### src/rtl/hc_csr_bank_if.sv
// hc_csr_bank_if: MMIO link between the CCI-P shim and the CSR bank.
//   rx_mmio_channel : c0 MMIO request (hdr.address is a dword index, hdr.tid,
//                     512-bit data, mmioWrValid, mmioRdValid)
//   tx_mmio_channel : c2 MMIO read response (hdr.tid, mmioRdValid, 64-bit data)
// Modports: master = shim side (drives requests), slave = CSR bank.
interface hc_csr_bank_if;
  typedef struct packed {
    logic [15:0] address;
    logic [1:0]  length;
    logic        rsvd;
    logic [8:0]  tid;
  } t_ccip_c0_ReqMmioHdr;

  typedef struct packed {
    t_ccip_c0_ReqMmioHdr hdr;
    logic [511:0]        data;
    logic                mmioWrValid;
    logic                mmioRdValid;
  } t_if_ccip_c0_Rx;

  typedef struct packed {
    logic [8:0] tid;
  } t_ccip_c2_RspMmioHdr;

  typedef struct packed {
    t_ccip_c2_RspMmioHdr hdr;
    logic                mmioRdValid;
    logic [63:0]         data;
  } t_if_ccip_c2_Tx;

  t_if_ccip_c0_Rx rx_mmio_channel;
  t_if_ccip_c2_Tx tx_mmio_channel;

  modport master (output rx_mmio_channel, input tx_mmio_channel);
  modport slave  (input rx_mmio_channel, output tx_mmio_channel);
endinterface

### src/rtl/hc_csr_bank.sv
// hc_csr_bank: MMIO CSR bank holding the DSM base, the run-control FSM and
// NUM_BUFFERS address/size descriptors; answers MMIO reads one cycle later.
// Ports:
//   clk, SoftReset (async, active high)
//   mmio        : slave side of hc_csr_bank_if (c0 requests in, c2 responses out)
//   user_done   : user logic finished, moves RUN -> STOP
//   dsm_base    : DSM base address
//   buf_addr/buf_size/buf_valid : descriptor i at [64*i +: 64] / [SIZE_W*i +: SIZE_W] / [i]
//   user_reset, start_pulse, running, stop_pulse : run control to user logic
// Optional feature macro: HC_CSR_WRITE_LOCK_EN -- descriptor/DSM writes in RUN
// are discarded and counted in a saturating lock_err field (status[47:40]).
module hc_csr_bank #(
  parameter int unsigned NUM_BUFFERS = 4,
  parameter logic [15:0] BASE_ADDR   = 16'h120,
  parameter logic [15:0] DSM_ADDR    = 16'h110,
  parameter logic [15:0] CTRL_ADDR   = 16'h118,
  parameter logic [15:0] STATUS_ADDR = 16'h108,
  parameter int unsigned SIZE_W      = 32,
  parameter logic [15:0] MMIO_LIMIT  = 16'h400
) (
  input  logic                          clk,
  input  logic                          SoftReset,
  hc_csr_bank_if.slave                  mmio,
  input  logic                          user_done,
  output logic [63:0]                   dsm_base,
  output logic [NUM_BUFFERS*64-1:0]     buf_addr,
  output logic [NUM_BUFFERS*SIZE_W-1:0] buf_size,
  output logic [NUM_BUFFERS-1:0]        buf_valid,
  output logic                          user_reset,
  output logic                          start_pulse,
  output logic                          running,
  output logic                          stop_pulse
);
  typedef enum logic [2:0] {
    S_CSR_RESET = 3'd0,
    S_CSR_IDLE  = 3'd1,
    S_CSR_RUN   = 3'd2,
    S_CSR_STOP  = 3'd3
  } state_e;

  localparam logic [15:0] BASE_DW = BASE_ADDR >> 2;
  localparam logic [15:0] DSM_DW  = DSM_ADDR >> 2;
  localparam logic [15:0] CTRL_DW = CTRL_ADDR >> 2;
  localparam logic [15:0] STAT_DW = STATUS_ADDR >> 2;

  logic [15:0] addr;
  logic [63:0] wdata;
  logic        wr_vld, rd_vld;
  assign addr   = mmio.rx_mmio_channel.hdr.address;
  assign wdata  = mmio.rx_mmio_channel.data[63:0];
  assign wr_vld = mmio.rx_mmio_channel.mmioWrValid;
  assign rd_vld = mmio.rx_mmio_channel.mmioRdValid;

  logic unused_ok;
  assign unused_ok = ^{mmio.rx_mmio_channel.data[511:64],
                       mmio.rx_mmio_channel.hdr.length, mmio.rx_mmio_channel.hdr.rsvd};

  // ---- decode ----
  logic        in_range, dsm_hit, ctrl_hit, stat_hit, desc_hit, size_sel;
  logic [15:0] desc_idx;
  always_comb begin
    in_range = {addr, 2'b00} < {2'b00, MMIO_LIMIT};
    desc_idx = 16'((addr - BASE_DW) >> 2);
    desc_hit = in_range && (addr >= BASE_DW) && (32'(desc_idx) < NUM_BUFFERS);
    size_sel = addr[1];
    dsm_hit  = in_range && (addr == DSM_DW);
    ctrl_hit = in_range && (addr == CTRL_DW);
    stat_hit = in_range && (addr == STAT_DW);
  end

  // ---- state ----
  state_e                              state_q, state_d;
  logic [63:0]                         dsm_q, dsm_d;
  logic [31:0]                         ctrl_q, ctrl_d;
  logic [NUM_BUFFERS-1:0][63:0]        addr_q, addr_d;
  logic [NUM_BUFFERS-1:0][SIZE_W-1:0]  size_q, size_d;
  logic [NUM_BUFFERS-1:0]              aseen_q, aseen_d, sseen_q, sseen_d;
  logic [7:0]                          lock_err_q, lock_err_d;
  logic user_reset_q, user_reset_d, running_q, running_d;
  logic start_q, start_d, stop_q, stop_d;
  logic        rsp_vld_q, rsp_vld_d;
  logic [8:0]  rsp_tid_q, rsp_tid_d;
  logic [63:0] rsp_data_q, rsp_data_d;

  logic        wr_en, wr_blk, ctrl_wr;
  logic [31:0] ctrl_val;
  logic [63:0] status, rd_data;

  always_comb begin
    dsm_d = dsm_q; addr_d = addr_q; size_d = size_q; ctrl_d = ctrl_q;
    aseen_d = aseen_q; sseen_d = sseen_q; lock_err_d = lock_err_q;
    wr_en = wr_vld && (dsm_hit || desc_hit);
`ifdef HC_CSR_WRITE_LOCK_EN
    // requestors are consuming the descriptors; refuse changes under them
    wr_blk = (state_q == S_CSR_RUN);
`else
    wr_blk = 1'b0;
`endif
    if (wr_en && wr_blk) begin
      wr_en = 1'b0;
      if (lock_err_q != 8'hFF) lock_err_d = lock_err_q + 8'd1;
    end
    if (wr_en && dsm_hit) dsm_d = wdata;
    for (int i = 0; i < NUM_BUFFERS; i++) begin
      if (wr_en && desc_hit && desc_idx == 16'(i)) begin
        if (size_sel) begin size_d[i] = wdata[SIZE_W-1:0]; sseen_d[i] = 1'b1; end
        else          begin addr_d[i] = wdata;             aseen_d[i] = 1'b1; end
      end
    end

    // run control; a control write takes priority over user_done
    ctrl_wr  = wr_vld && ctrl_hit;
    ctrl_val = wdata[31:0];
    state_d = state_q; start_d = 1'b0; stop_d = 1'b0;
    if (ctrl_wr) begin
      ctrl_d = ctrl_val;
      case (ctrl_val)
        32'h0: state_d = S_CSR_RESET;
        32'h1: if (state_q == S_CSR_RESET) state_d = S_CSR_IDLE;
        32'h3: if (state_q == S_CSR_IDLE || state_q == S_CSR_STOP) begin
                 state_d = S_CSR_RUN; start_d = 1'b1;
               end
        32'h7: if (state_q == S_CSR_RUN) begin state_d = S_CSR_STOP; stop_d = 1'b1; end
        default: ;
      endcase
      // descriptors must be re-armed after a reset, contents are kept
      if (ctrl_val == 32'h0) begin aseen_d = '0; sseen_d = '0; lock_err_d = '0; end
    end else if (state_q == S_CSR_RUN && user_done) begin
      state_d = S_CSR_STOP; stop_d = 1'b1;
    end
    user_reset_d = (state_d == S_CSR_RESET);
    running_d    = (state_d == S_CSR_RUN);
  end

  // ---- read path ----
  always_comb begin
    status  = {16'h0, lock_err_q, 4'h0, 32'(buf_valid), user_done, state_q};
    rd_data = '0;
    if (stat_hit)      rd_data = status;
    else if (ctrl_hit) rd_data = {32'h0, ctrl_q};
    else if (dsm_hit)  rd_data = dsm_q;
    else begin
      for (int i = 0; i < NUM_BUFFERS; i++)
        if (desc_hit && desc_idx == 16'(i))
          rd_data = size_sel ? 64'(size_q[i]) : addr_q[i];
    end
    // simultaneous write and read: the read is dropped
    rsp_vld_d  = rd_vld && !wr_vld && (stat_hit || ctrl_hit || dsm_hit || desc_hit);
    rsp_tid_d  = rsp_vld_d ? mmio.rx_mmio_channel.hdr.tid : 9'h0;
    rsp_data_d = rsp_vld_d ? rd_data : 64'h0;
  end

  always_ff @(posedge clk or posedge SoftReset) begin
    if (SoftReset) begin
      state_q <= S_CSR_RESET; dsm_q <= '0; ctrl_q <= '0;
      addr_q <= '0; size_q <= '0; aseen_q <= '0; sseen_q <= '0; lock_err_q <= '0;
      user_reset_q <= 1'b1; running_q <= 1'b0; start_q <= 1'b0; stop_q <= 1'b0;
      rsp_vld_q <= 1'b0; rsp_tid_q <= '0; rsp_data_q <= '0;
    end else begin
      state_q <= state_d; dsm_q <= dsm_d; ctrl_q <= ctrl_d;
      addr_q <= addr_d; size_q <= size_d; aseen_q <= aseen_d; sseen_q <= sseen_d;
      lock_err_q <= lock_err_d;
      user_reset_q <= user_reset_d; running_q <= running_d;
      start_q <= start_d; stop_q <= stop_d;
      rsp_vld_q <= rsp_vld_d; rsp_tid_q <= rsp_tid_d; rsp_data_q <= rsp_data_d;
    end
  end

  assign dsm_base    = dsm_q;
  assign buf_addr    = addr_q;
  assign buf_size    = size_q;
  assign buf_valid   = aseen_q & sseen_q;
  assign user_reset  = user_reset_q;
  assign running     = running_q;
  assign start_pulse = start_q;
  assign stop_pulse  = stop_q;
  assign mmio.tx_mmio_channel = {rsp_tid_q, rsp_vld_q, rsp_data_q};
endmodule

### src/flat_wrapper.sv
// flat-port wrapper written by rule: the top's interface ports become plain ports
module hc_csr_bank_flat 
#(
  parameter int unsigned NUM_BUFFERS = 4,
  parameter logic [15:0] BASE_ADDR   = 16'h120,
  parameter logic [15:0] DSM_ADDR    = 16'h110,
  parameter logic [15:0] CTRL_ADDR   = 16'h118,
  parameter logic [15:0] STATUS_ADDR = 16'h108,
  parameter int unsigned SIZE_W      = 32,
  parameter logic [15:0] MMIO_LIMIT  = 16'h400
)
  (clk, SoftReset, user_done, dsm_base, buf_addr, buf_size, buf_valid, user_reset, start_pulse, running, stop_pulse, mmio_rx_mmio_channel, mmio_tx_mmio_channel);
  hc_csr_bank_if mmio_i ();
  input  logic clk;
  input  logic SoftReset;
  input  logic user_done;
  output logic [63:0] dsm_base;
  output logic [NUM_BUFFERS*64-1:0] buf_addr;
  output logic [NUM_BUFFERS*SIZE_W-1:0] buf_size;
  output logic [NUM_BUFFERS-1:0] buf_valid;
  output logic user_reset;
  output logic start_pulse;
  output logic running;
  output logic stop_pulse;
  input wire logic [$bits(mmio_i.rx_mmio_channel)-1:0] mmio_rx_mmio_channel;
  output wire logic [$bits(mmio_i.tx_mmio_channel)-1:0] mmio_tx_mmio_channel;
  assign mmio_i.rx_mmio_channel = mmio_rx_mmio_channel;
  assign mmio_tx_mmio_channel = mmio_i.tx_mmio_channel;
  hc_csr_bank #(.NUM_BUFFERS(NUM_BUFFERS), .BASE_ADDR(BASE_ADDR), .DSM_ADDR(DSM_ADDR), .CTRL_ADDR(CTRL_ADDR), .STATUS_ADDR(STATUS_ADDR), .SIZE_W(SIZE_W), .MMIO_LIMIT(MMIO_LIMIT)) u_core (.clk(clk), .SoftReset(SoftReset), .mmio(mmio_i), .user_done(user_done), .dsm_base(dsm_base), .buf_addr(buf_addr), .buf_size(buf_size), .buf_valid(buf_valid), .user_reset(user_reset), .start_pulse(start_pulse), .running(running), .stop_pulse(stop_pulse));
endmodule
### config.mk
export PLATFORM = sky130hd
export DESIGN_NAME = hc_csr_bank_flat
export DESIGN_NICKNAME = d
export VERILOG_FILES = /design/src/rtl/hc_csr_bank_if.sv /design/src/rtl/hc_csr_bank.sv /design/src/flat_wrapper.sv
export SDC_FILE = /design/constraint.sdc
export NUM_CORES = 1
export LEC_CHECK = 0
export BUFFER_PORTS_ARGS = -buffer_cell sky130_fd_sc_hd__buf_2
export CORE_AREA = 4 4 417 419
export DETAILED_ROUTE_END_ITERATION = 7
export DIE_AREA = 0 0 421 423
export SYNTH_ARGS = -nofsm -noshare
export SYNTH_HDL_FRONTEND = slang
export SYNTH_SLANG_ARGS = --single-unit
### constraint.sdc
create_clock -name clk -period 27.9 [get_ports clk]
set_input_delay 5.58 -clock clk [delete_from_list [all_inputs] [get_ports clk]]
set_output_delay 5.58 -clock clk [all_outputs]
set_load 0.05 [all_outputs]
==> impl_table.tex, run 1 <==
\begin{tabular}{lr}
\hline
Metric & Value \\
\hline
\multicolumn{2}{l}{\textbf{Setup path}} \\
Critical Path End Type & register \\
Combined buffer and inverter count along the critical path & 3 \\
Crit Path Class & primary input to register \\
End of the worst register-to-register path & u\_core.rsp\_data\_q[27] \\
Kind of start point of the critical path & primary input \\
Crit path required time & roughly 28000 ps \\
Worst Setup EP & u\_core.buf\_size[18] \\
Critical-path cell list & buf\_2 > inv\_1 > ha\_1 > xnor2\_1 > nand2\_1 > nor3\_4 > and3\_1 > nand3b\_1 > buf\_4 > mux2\_2 \\
Register-to-Register Path Depth & 6 \\
Cell class contributing the biggest share of worst-path delay & simple AND/OR/NAND/NOR gates \\
Cell with the largest stage delay on the worst path & sky130\_fd\_sc\_hd\_\_nand3b\_1 \\
Flop-to-flop setup slack & 26150 ps \\
Critical-path maximum fanout & 24 \\
Count of cell instances traversed by the critical path & 10 \\
Largest stage delay on the critical path & 840 ps \\
Worst Setup SP & mmio\_rx\_mmio\_channel[529] \\
Reg-to-Reg Start & u\_core.buf\_size[27] \\
Arrival time reported for the critical path endpoint & 9980 ps \\
\multicolumn{2}{l}{\textbf{Synth}} \\
Total nets after synthesis & 2641 \\
Fraction of synthesized cell area in xor and xnor cells & 0.0353\% \\
Area of the mapped netlist & 24800 um2 \\
Number of flops mapped to enable cells by yosys & 0 \\
Share of the synthesized area in compound gates (AO/OA/AOI/OAI) & 7.68\% \\
Dominant register cell in the synthesized netlist & sky130\_fd\_sc\_hd\_\_dfrtp\_1 \\
Total of flip-flops plus latches after synthesis & about 570 \\
Ys Warns & 0 \\
Share of synthesized area spent on multiplexers & $\sim$23\% \\
Count of distinct cell types in the synthesized netlist & 46 \\
Adder-cell share of the synthesized area & less than 1\% \\
Fraction of registers with async set or reset after synthesis & 100\% \\
Dominant combinational cell family by area after synthesis & multiplexers \\
Seq/Total Area, Yosys & 57.4\% \\
Gate count of the mapped netlist & 2095 \\
Post-Synthesis Mean Instance Area & 11.8 um2 \\
Simple-Gate Fraction of Synth Area & 8.84\% \\
\multicolumn{2}{l}{\textbf{Global routing}} \\
Initial antenna violation count & 43 \\
Global-route wire length before repair & 177 mm \\
Grt ovf & 0 \\
Pin count of the biggest net entering global routing & around 110 \\
Vias in the first global route & 19914 \\
Tot GR Track Use & between 10 and 15\% \\
\multicolumn{2}{l}{\textbf{Placed design}} \\
Number of buffers added on ports & 623 \\
RePlAce Congestion & 0.845 \\
Total half-perimeter wirelength after legalization and detailed placement & 96.5 mm \\
\multicolumn{2}{l}{\textbf{Detailed routing}} \\
First-pass iteration count of the detailed router & 8 \\
Count of routing violations after the opening detailed-route iteration & 1927 \\
Routed WL per cell & 26.4 um \\
Overall via count from detail\_route & 20058 \\
ANT nets after route & 0 \\
Vias per cell & 4.03 \\
WL final & 131 mm \\
DRC violations left & 0 \\
\multicolumn{2}{l}{\textbf{STA}} \\
Relative slew slack & 23.8\% \\
F\_max & 0.106 GHz \\
Final setup vio count & 0 \\
Time the final worst path needs with I/O delays and setup & 9410 ps \\
Final clock period utilization by the worst path & 33.7\% \\
Worst clock skew on the final layout & 23.6 ps \\
Final Hold Violating Endpoints & 0 \\
Final count of pins violating max slew & 0 \\
Slew at the pin closest to its max-slew limit & 1140 ps \\
Worst hold slack & 466 ps \\
Final sum of negative setup slack & 0 ps \\
Unrepaired setup endpoints after global routing & false \\
\multicolumn{2}{l}{\textbf{Floorplan}} \\
Io pins & 1075 \\
Std-Cell Core Area & 171000 um2 \\
Number of rows in the core area & 152 \\
Die outline area & 178000 um2 \\
Initial Util & 14.6\% \\
Width of the die & between 400 and 500 um \\
Die Span Y & 423 um \\
\multicolumn{2}{l}{\textbf{Finish}} \\
Fraction of final layout cells sized beyond drive strength 1 & a little under half \\
Area delta synth->final & 33.0\% \\
Final net count & 3204 \\
Fillers & 18632 \\
Final standard cell utilization of the core & 19.4\% \\
\multicolumn{2}{l}{\textbf{CTS}} \\
Clock tree buffer depth & 3 \\
TritonCTS clock tree & yes \\
Number of buffers inserted by post-CTS setup repair & 0 \\
Number of buffers created by CTS & 71 \\
Number of hold-repair buffers added at the cts stage & 0 \\
\# clock sinks & 569 \\
Clock slew at reported path FFs & 60 ps \\
Number of gates given a new drive strength after cts & 0 \\
Number of H-tree levels & 3 \\
Root buf cell & sky130\_fd\_sc\_hd\_\_clkbuf\_16 \\
Worst-Skew Late Latency & 680 ps \\
\multicolumn{2}{l}{\textbf{Pwr}} \\
Standby leakage power & 17.2 nW \\
Power per standard cell area & 57.4 nW/um2 \\
Max IR drop VDD & 0.0453 mV \\
\multicolumn{2}{l}{\textbf{Run}} \\
Maximum Capacitance Violations & 0 \\
\multicolumn{2}{l}{\textbf{Min path}} \\
Worst hold path type & register to register \\
\multicolumn{2}{l}{\textbf{Outcome}} \\
Run status & finished, final reports clean \\
\hline
\end{tabular}
==> worst min-delay path: cells and delay by family (launching register included) <==
| family | cells | cell delay, ps |
|---|---|---|
| flops | 1 | 340 |
| simple gates | 2 | 100 |
==> placed cells by master (no fill, tap or decap), drive strengths merged, types with 11 or more instances in the layout <==
cell type and count:
diode 27, o21ai 47, mux2 445, mux2i 74, nor4 13, clkinv 14
a21oi 127, nor3 11, a221oi 32, inv 12, a211oi 83, dfrtp 568
nor2 102, nand2 338, buf 664, clkbuf 99, and2 15
==> sequential cells by signal, indices dropped and copies added, names as in the netlist <==
name,flops
u_core.rsp_tid_q,9
u_core.ctrl_q,32
u_core.running,1
u_core.buf_size,128
u_core.buf_addr,256
u_core.sseen_q,4
u_core.aseen_q,4
u_core.user_reset,1
u_core.stop_pulse,1
u_core.state_q,3
u_core.start_pulse,1
u_core.dsm_base,64
u_core.rsp_vld_q,1
u_core.rsp_data_q,64
==> stage by stage <==
stage | instances | setup slack [ps] | instance area [um2] | total power, mW
2_1_floorplan | 2095 | 6410 | 24800 | 0.879
3_5_place_dp | 4818 | 17760 | 30500 | 0.914
4_1_cts | 4948 | 18490 | 33000 | 1.93
5_1_grt | 4962 | 18320 | 33000 | 1.96
3_3_place_gp | 4818 | 17770 | 30500 | 0.913
6_report | 4975 | 18490 | 33000 | 1.89
==> final cells by class <==
cell class | count | area (um2) | area share [%]
antenna | 27 | 67.6 | 0.205
multi-input combinational | 1346 | 9970 | 30.2
clock inverter | 31 | 420 | 1.27
clock buffer | 99 | 2060 | 6.25
sequential | 569 | 14200 | 43.1
inverter | 6 | 30.0 | 0.0909
tap | 2233 | 2790 | 8.46
timing repair buffer | 664 | 3430 | 10.4
==> metal layers <==
| layer | global-route usage [%] | vias up | wire length (um) |
|---|---|---|---|
| li1 | - | 8531 | - |
| met1 | 16.6 | 10290 | 49500 |
| met2 | 22.4 | 947 | 60100 |
| met3 | 4.53 | 268 | 11200 |
| met4 | 9.92 | 22 | 10500 |
| met5 | 0 | - | 134 |
==> synth_stat cells, drive strengths merged, types with 2 or more instances <==
master / instances / area, um2
mux2i: 74 / 741
clkbuf: 137 / 514
or4: 7 / 60.1
nor3b: 3 / 22.5
and3: 2 / 12.5
dfrtp: 568 / 14200
buf: 37 / 175
a221oi: 32 / 280
nand3b: 2 / 15.0
mux2: 445 / 5010
nor2: 102 / 383
nor3: 11 / 66.3
nand3: 7 / 35.0
nand2: 338 / 1270
inv: 6 / 22.5
or3: 3 / 18.8
or2: 3 / 21.3
nand2b: 4 / 25.0
o21ai: 47 / 235
a22oi: 3 / 22.5
a211oi: 83 / 623
a211o: 2 / 17.5
o221ai: 5 / 43.8
nor4: 13 / 96.3
and4: 4 / 35.0
a21oi: 127 / 636
nor2b: 5 / 31.3
and2: 15 / 93.8
==> power by group <==
group          internal, mW  switching (mW)
logic                0.0146          0.0568
registers             0.826        0.000386
clock network         0.588           0.408
total                  1.43           0.465
==> how the worst min path moves through the flow <==
stage | start | to | depth (start not counted)
global placement | u_core.ctrl_q[0] | u_core.ctrl_q[0] | 2
global route | u_core.ctrl_q[12] | u_core.ctrl_q[12] | 2
detailed placement | u_core.ctrl_q[19] | u_core.ctrl_q[19] | 2
CTS | u_core.ctrl_q[29] | u_core.ctrl_q[29] | 2
finish | u_core.ctrl_q[14] | u_core.ctrl_q[14] | 2
floorplan | u_core.ctrl_q[1] | u_core.ctrl_q[1] | 2
==> cells by family after synthesis <==
family / count (synthesis)
flops: 569
compound gates: 305
fa+ha+maj: 1
simple gates: 520
buf+inv: 180
mux: 519
xor+xnor: 1
(Power assumes the default switching activity.)
==> inputs of run 2 (changes only) <==
Clock period 27.9 ns to 9 ns, I/O delays scaled along.
==> run 2 against run 1 <==
Against the previous run: via count increased by 0.19%; register-to-register slack got worse by 19000 ps; sequential share of layout area increased by 0.22 points; combinational power increased to 3.1 times the previous value; first-iteration DRC count decreased by 2.1%; die area unchanged; global-route usage decreased by 0.097 points; setup slack got worse by 15000 ps; count of clock-buffer cells in the layout increased by 3; largest cell class unchanged.
==> impl_table.tex, run 2 (synthesis results as in run 1) <==
\begin{tabular}{lr}
\hline
Metric & Value \\
\hline
\multicolumn{2}{l}{\textbf{Outcome}} \\
Run status & finished, final reports clean (unchanged) \\
\multicolumn{2}{l}{\textbf{CTS}} \\
Clock slew at reported path FFs & 60 ps (about the same) \\
Number of H-tree levels & 3 (unchanged) \\
Root buf cell & sky130\_fd\_sc\_hd\_\_clkbuf\_16 (unchanged) \\
Number of buffers created by CTS & 71 (unchanged) \\
Number of hold-repair buffers added at the cts stage & 0 (unchanged) \\
Clock tree buffer depth & 3 (unchanged) \\
Number of buffers inserted by post-CTS setup repair & 0 (unchanged) \\
Worst-Skew Late Latency & 670 ps (was 680 ps) \\
\# clock sinks & 569 (unchanged) \\
TritonCTS clock tree & yes (unchanged) \\
Number of gates given a new drive strength after cts & 0 (unchanged) \\
\multicolumn{2}{l}{\textbf{Setup path}} \\
Critical-path maximum fanout & 37 (was 24) \\
Reg-to-Reg Start & u\_core.buf\_size[27] (unchanged) \\
Combined buffer and inverter count along the critical path & 3 (unchanged) \\
Crit Path Class & primary input to register (unchanged) \\
Worst Setup SP & mmio\_rx\_mmio\_channel[529] (unchanged) \\
Worst Setup EP & u\_core.buf\_size[18] (unchanged) \\
Cell with the largest stage delay on the worst path & sky130\_fd\_sc\_hd\_\_nand3b\_1 (unchanged) \\
Arrival time reported for the critical path endpoint & 6310 ps (was 9980 ps) \\
Critical-path cell list & buf\_2 > buf\_4 > nor3\_1 > mux2\_2 > nor3\_4 > and3\_1 > nand3b\_1 > buf\_4 > mux2\_2 (was buf\_2 > inv\_1 > ha\_1 > xnor2\_1 > nand2\_1 > nor3\_4 > and3\_1 > nand3b\_1 > buf\_4 > mux2\_2) \\
Largest stage delay on the critical path & 780 ps (was 840 ps) \\
Flop-to-flop setup slack & 7180 ps (was 26150 ps) \\
Register-to-Register Path Depth & 6 (unchanged) \\
Crit path required time & 9550 ps (was 28460 ps) \\
Critical Path End Type & register (unchanged) \\
End of the worst register-to-register path & u\_core.rsp\_data\_q[27] (unchanged) \\
Count of cell instances traversed by the critical path & 9 (was 10) \\
Kind of start point of the critical path & primary input (unchanged) \\
Cell class contributing the biggest share of worst-path delay & simple AND/OR/NAND/NOR gates (unchanged) \\
\multicolumn{2}{l}{\textbf{Detailed routing}} \\
Wire length on met2 & 59.2 mm (was 60.1 mm) \\
Top routing layer in use & met5 (unchanged) \\
First-pass iteration count of the detailed router & 5 (was 8) \\
DRC violations left & 0 (unchanged) \\
Vias per cell & 4.06 (was 4.03) \\
Routed WL per cell & 26.4 um (about the same) \\
Detailed route wirelength on metal3 & 11.7 mm (was 11.2 mm) \\
WL final & 131 mm (about the same) \\
Overall via count from detail\_route & 20096 (was 20058) \\
Count of routing violations after the opening detailed-route iteration & 1886 (was 1927) \\
ANT nets after route & 0 (unchanged) \\
WL met1 & 49.2 mm (was 49.5 mm) \\
\multicolumn{2}{l}{\textbf{Pwr}} \\
Switching fraction of total power & 24.7\% (was 24.6\%) \\
Int Pwr & 4.31 mW (was 1.43 mW) \\
Max IR drop VDD & 0.143 mV (was 0.0453 mV) \\
Reported net switching power & 1.41 mW (was 0.465 mW) \\
Standby leakage power & 17.1 nW (was 17.2 nW) \\
Sequential Power Share & 44.8\% (was 43.6\%) \\
Power per standard cell area & 174 nW/um2 (was 57.4 nW/um2) \\
Proportion of power drawn by the clock network & 51.3\% (was 52.6\%) \\
Final Total Pwr & 5.72 mW (was 1.89 mW) \\
Part of the power in combinational logic & 3.9\% (was 3.8\%) \\
\multicolumn{2}{l}{\textbf{STA}} \\
Final setup vio count & 0 (unchanged) \\
Unrepaired setup endpoints after global routing & false (unchanged) \\
Final Hold Violating Endpoints & 0 (unchanged) \\
Worst clock skew on the final layout & 13.6 ps (was 23.6 ps) \\
Relative slew slack & 20.7\% (was 23.8\%) \\
Worst hold slack & 465 ps (was 466 ps) \\
Slew at the pin closest to its max-slew limit & 1180 ps (was 1140 ps) \\
Time the final worst path needs with I/O delays and setup & 5760 ps \\
Final count of pins violating max slew & 0 (unchanged) \\
F\_max & 0.174 GHz \\
Final clock period utilization by the worst path & between 60 and 70\% \\
\multicolumn{2}{l}{\textbf{Floorplan}} \\
Die outline area & 178000 um2 (unchanged) \\
Width of the die & 421 um (unchanged) \\
Number of rows in the core area & 152 (unchanged) \\
Die Span Y & 423 um (unchanged) \\
Std-Cell Core Area & 171000 um2 (unchanged) \\
Initial Util & 14.6\% (unchanged) \\
Io pins & 1075 (unchanged) \\
\multicolumn{2}{l}{\textbf{Finish}} \\
Top library cells by usage in the layout, fill and taps aside & sky130\_fd\_sc\_hd\_\_buf\_2, sky130\_fd\_sc\_hd\_\_dfrtp\_1, sky130\_fd\_sc\_hd\_\_mux2\_2, sky130\_fd\_sc\_hd\_\_nand2\_1, sky130\_fd\_sc\_hd\_\_a21oi\_1 (unchanged) \\
Final standard cell utilization of the core & 19.3\% (was 19.4\%) \\
Non-Filler Instances & 4953 (was 4975) \\
Area of all placed cells without fillers & 32800 um2 (was 33000 um2) \\
Area delta synth->final & 32.3\% (was 33.0\%) \\
Fraction of final layout cells sized beyond drive strength 1 & 46.0\% (was 46.4\%) \\
Final net count & 3199 (was 3204) \\
Commonest non-fill, non-tap cell in the layout & sky130\_fd\_sc\_hd\_\_buf\_2 (unchanged) \\
Flip-flop count of the largest register after layout & 256 (unchanged) \\
\multicolumn{2}{l}{\textbf{Placed design}} \\
Total half-perimeter wirelength after legalization and detailed placement & 96.2 mm (was 96.5 mm) \\
Standard cell area after detailed placement & 30500 um2 (about the same) \\
RePlAce Congestion & 0.874 (was 0.845) \\
Instance count after placement with tap cells included & 4813 (was 4818) \\
Number of buffers added on ports & 623 (unchanged) \\
\multicolumn{2}{l}{\textbf{Min path}} \\
Worst hold path type & register to register (unchanged) \\
Worst Hold Path Cells & 2 (unchanged) \\
\multicolumn{2}{l}{\textbf{Global routing}} \\
Initial antenna violation count & 41 (was 43) \\
Pin count of the biggest net entering global routing & 187 (was 108) \\
Grt ovf & 0 (unchanged) \\
Global-route wire length before repair & 176 mm (was 177 mm) \\
Tot GR Track Use & 14.2\% (was 14.3\%) \\
Vias in the first global route & 20099 (was 19914) \\
\multicolumn{2}{l}{\textbf{Run}} \\
Maximum Capacitance Violations & 0 (unchanged) \\
\hline
\end{tabular}
run 2: cell types whose count changed in the layout (fill, tap and decap cells not counted), sizes merged:
cell,previous run,this run
buf,664,659
clkinv,14,13
clkinvlp,4,1
diode,27,13
bufinv,7,4
clkbuf,99,102
inv,12,13
run 2: through the flow:
stage | setup TNS, ps | setup WS (ps)
final | 0 | 3240
after global routing | 0 | 3120
after CTS | 0 | 3180
after detailed placement | 0 | 2430
after global placement | 0 | 2490
after floorplan | -311720 | -549
run 2: area by class of cell:
cell class / instances / area (um2)
Antenna cell: 13 / 32.5
Clock buffer: 102 / 2020
Clock inverter: 25 / 322
Fill cell: 18534 / 138000
Inverter: 6 / 26.3
Multi-Input combinational cell: 1346 / 9980
Sequential cell: 569 / 14200
Tap cell: 2233 / 2790
Timing Repair Buffer: 659 / 3430
run 2: how the worst min path moves through the flow:
stage	startpoint	end	slack (ps)
detailed placement	u_core.ctrl_q[3]	u_core.ctrl_q[3]	460
floorplan	u_core.ctrl_q[1]	u_core.ctrl_q[1]	440
global route	u_core.ctrl_q[0]	u_core.ctrl_q[0]	480
CTS	u_core.ctrl_q[3]	u_core.ctrl_q[3]	470
global placement	u_core.ctrl_q[18]	u_core.ctrl_q[18]	450
finish	u_core.ctrl_q[3]	u_core.ctrl_q[3]	460
run 2: tightest hold or removal path: cells and delay by family (launching register included):
| family | cells | cell delay [ps] |
|---|---|---|
| DFF | 1 | 340 |
| and+or+nand+nor | 2 | 100 |
run 2: routing by layer:
metal / global-route usage, % / up-vias
met4: 10.2 / 36
met3: 5.39 / 304
met5: 0 / -
li1: - / 8491
met2: 22.1 / 870
met1: 16.0 / 10395
run 2: power groups by stage:
stage / combinational (mW) / clock [mW] / sequential (mW)
after floorplan: 0.110 / 0 / 2.62
after global placement: 0.220 / 0 / 2.61
after detailed placement: 0.223 / 0 / 2.61
after CTS: 0.223 / 3.01 / 2.56
after global routing: 0.239 / 3.12 / 2.56
final: 0.220 / 2.94 / 2.56
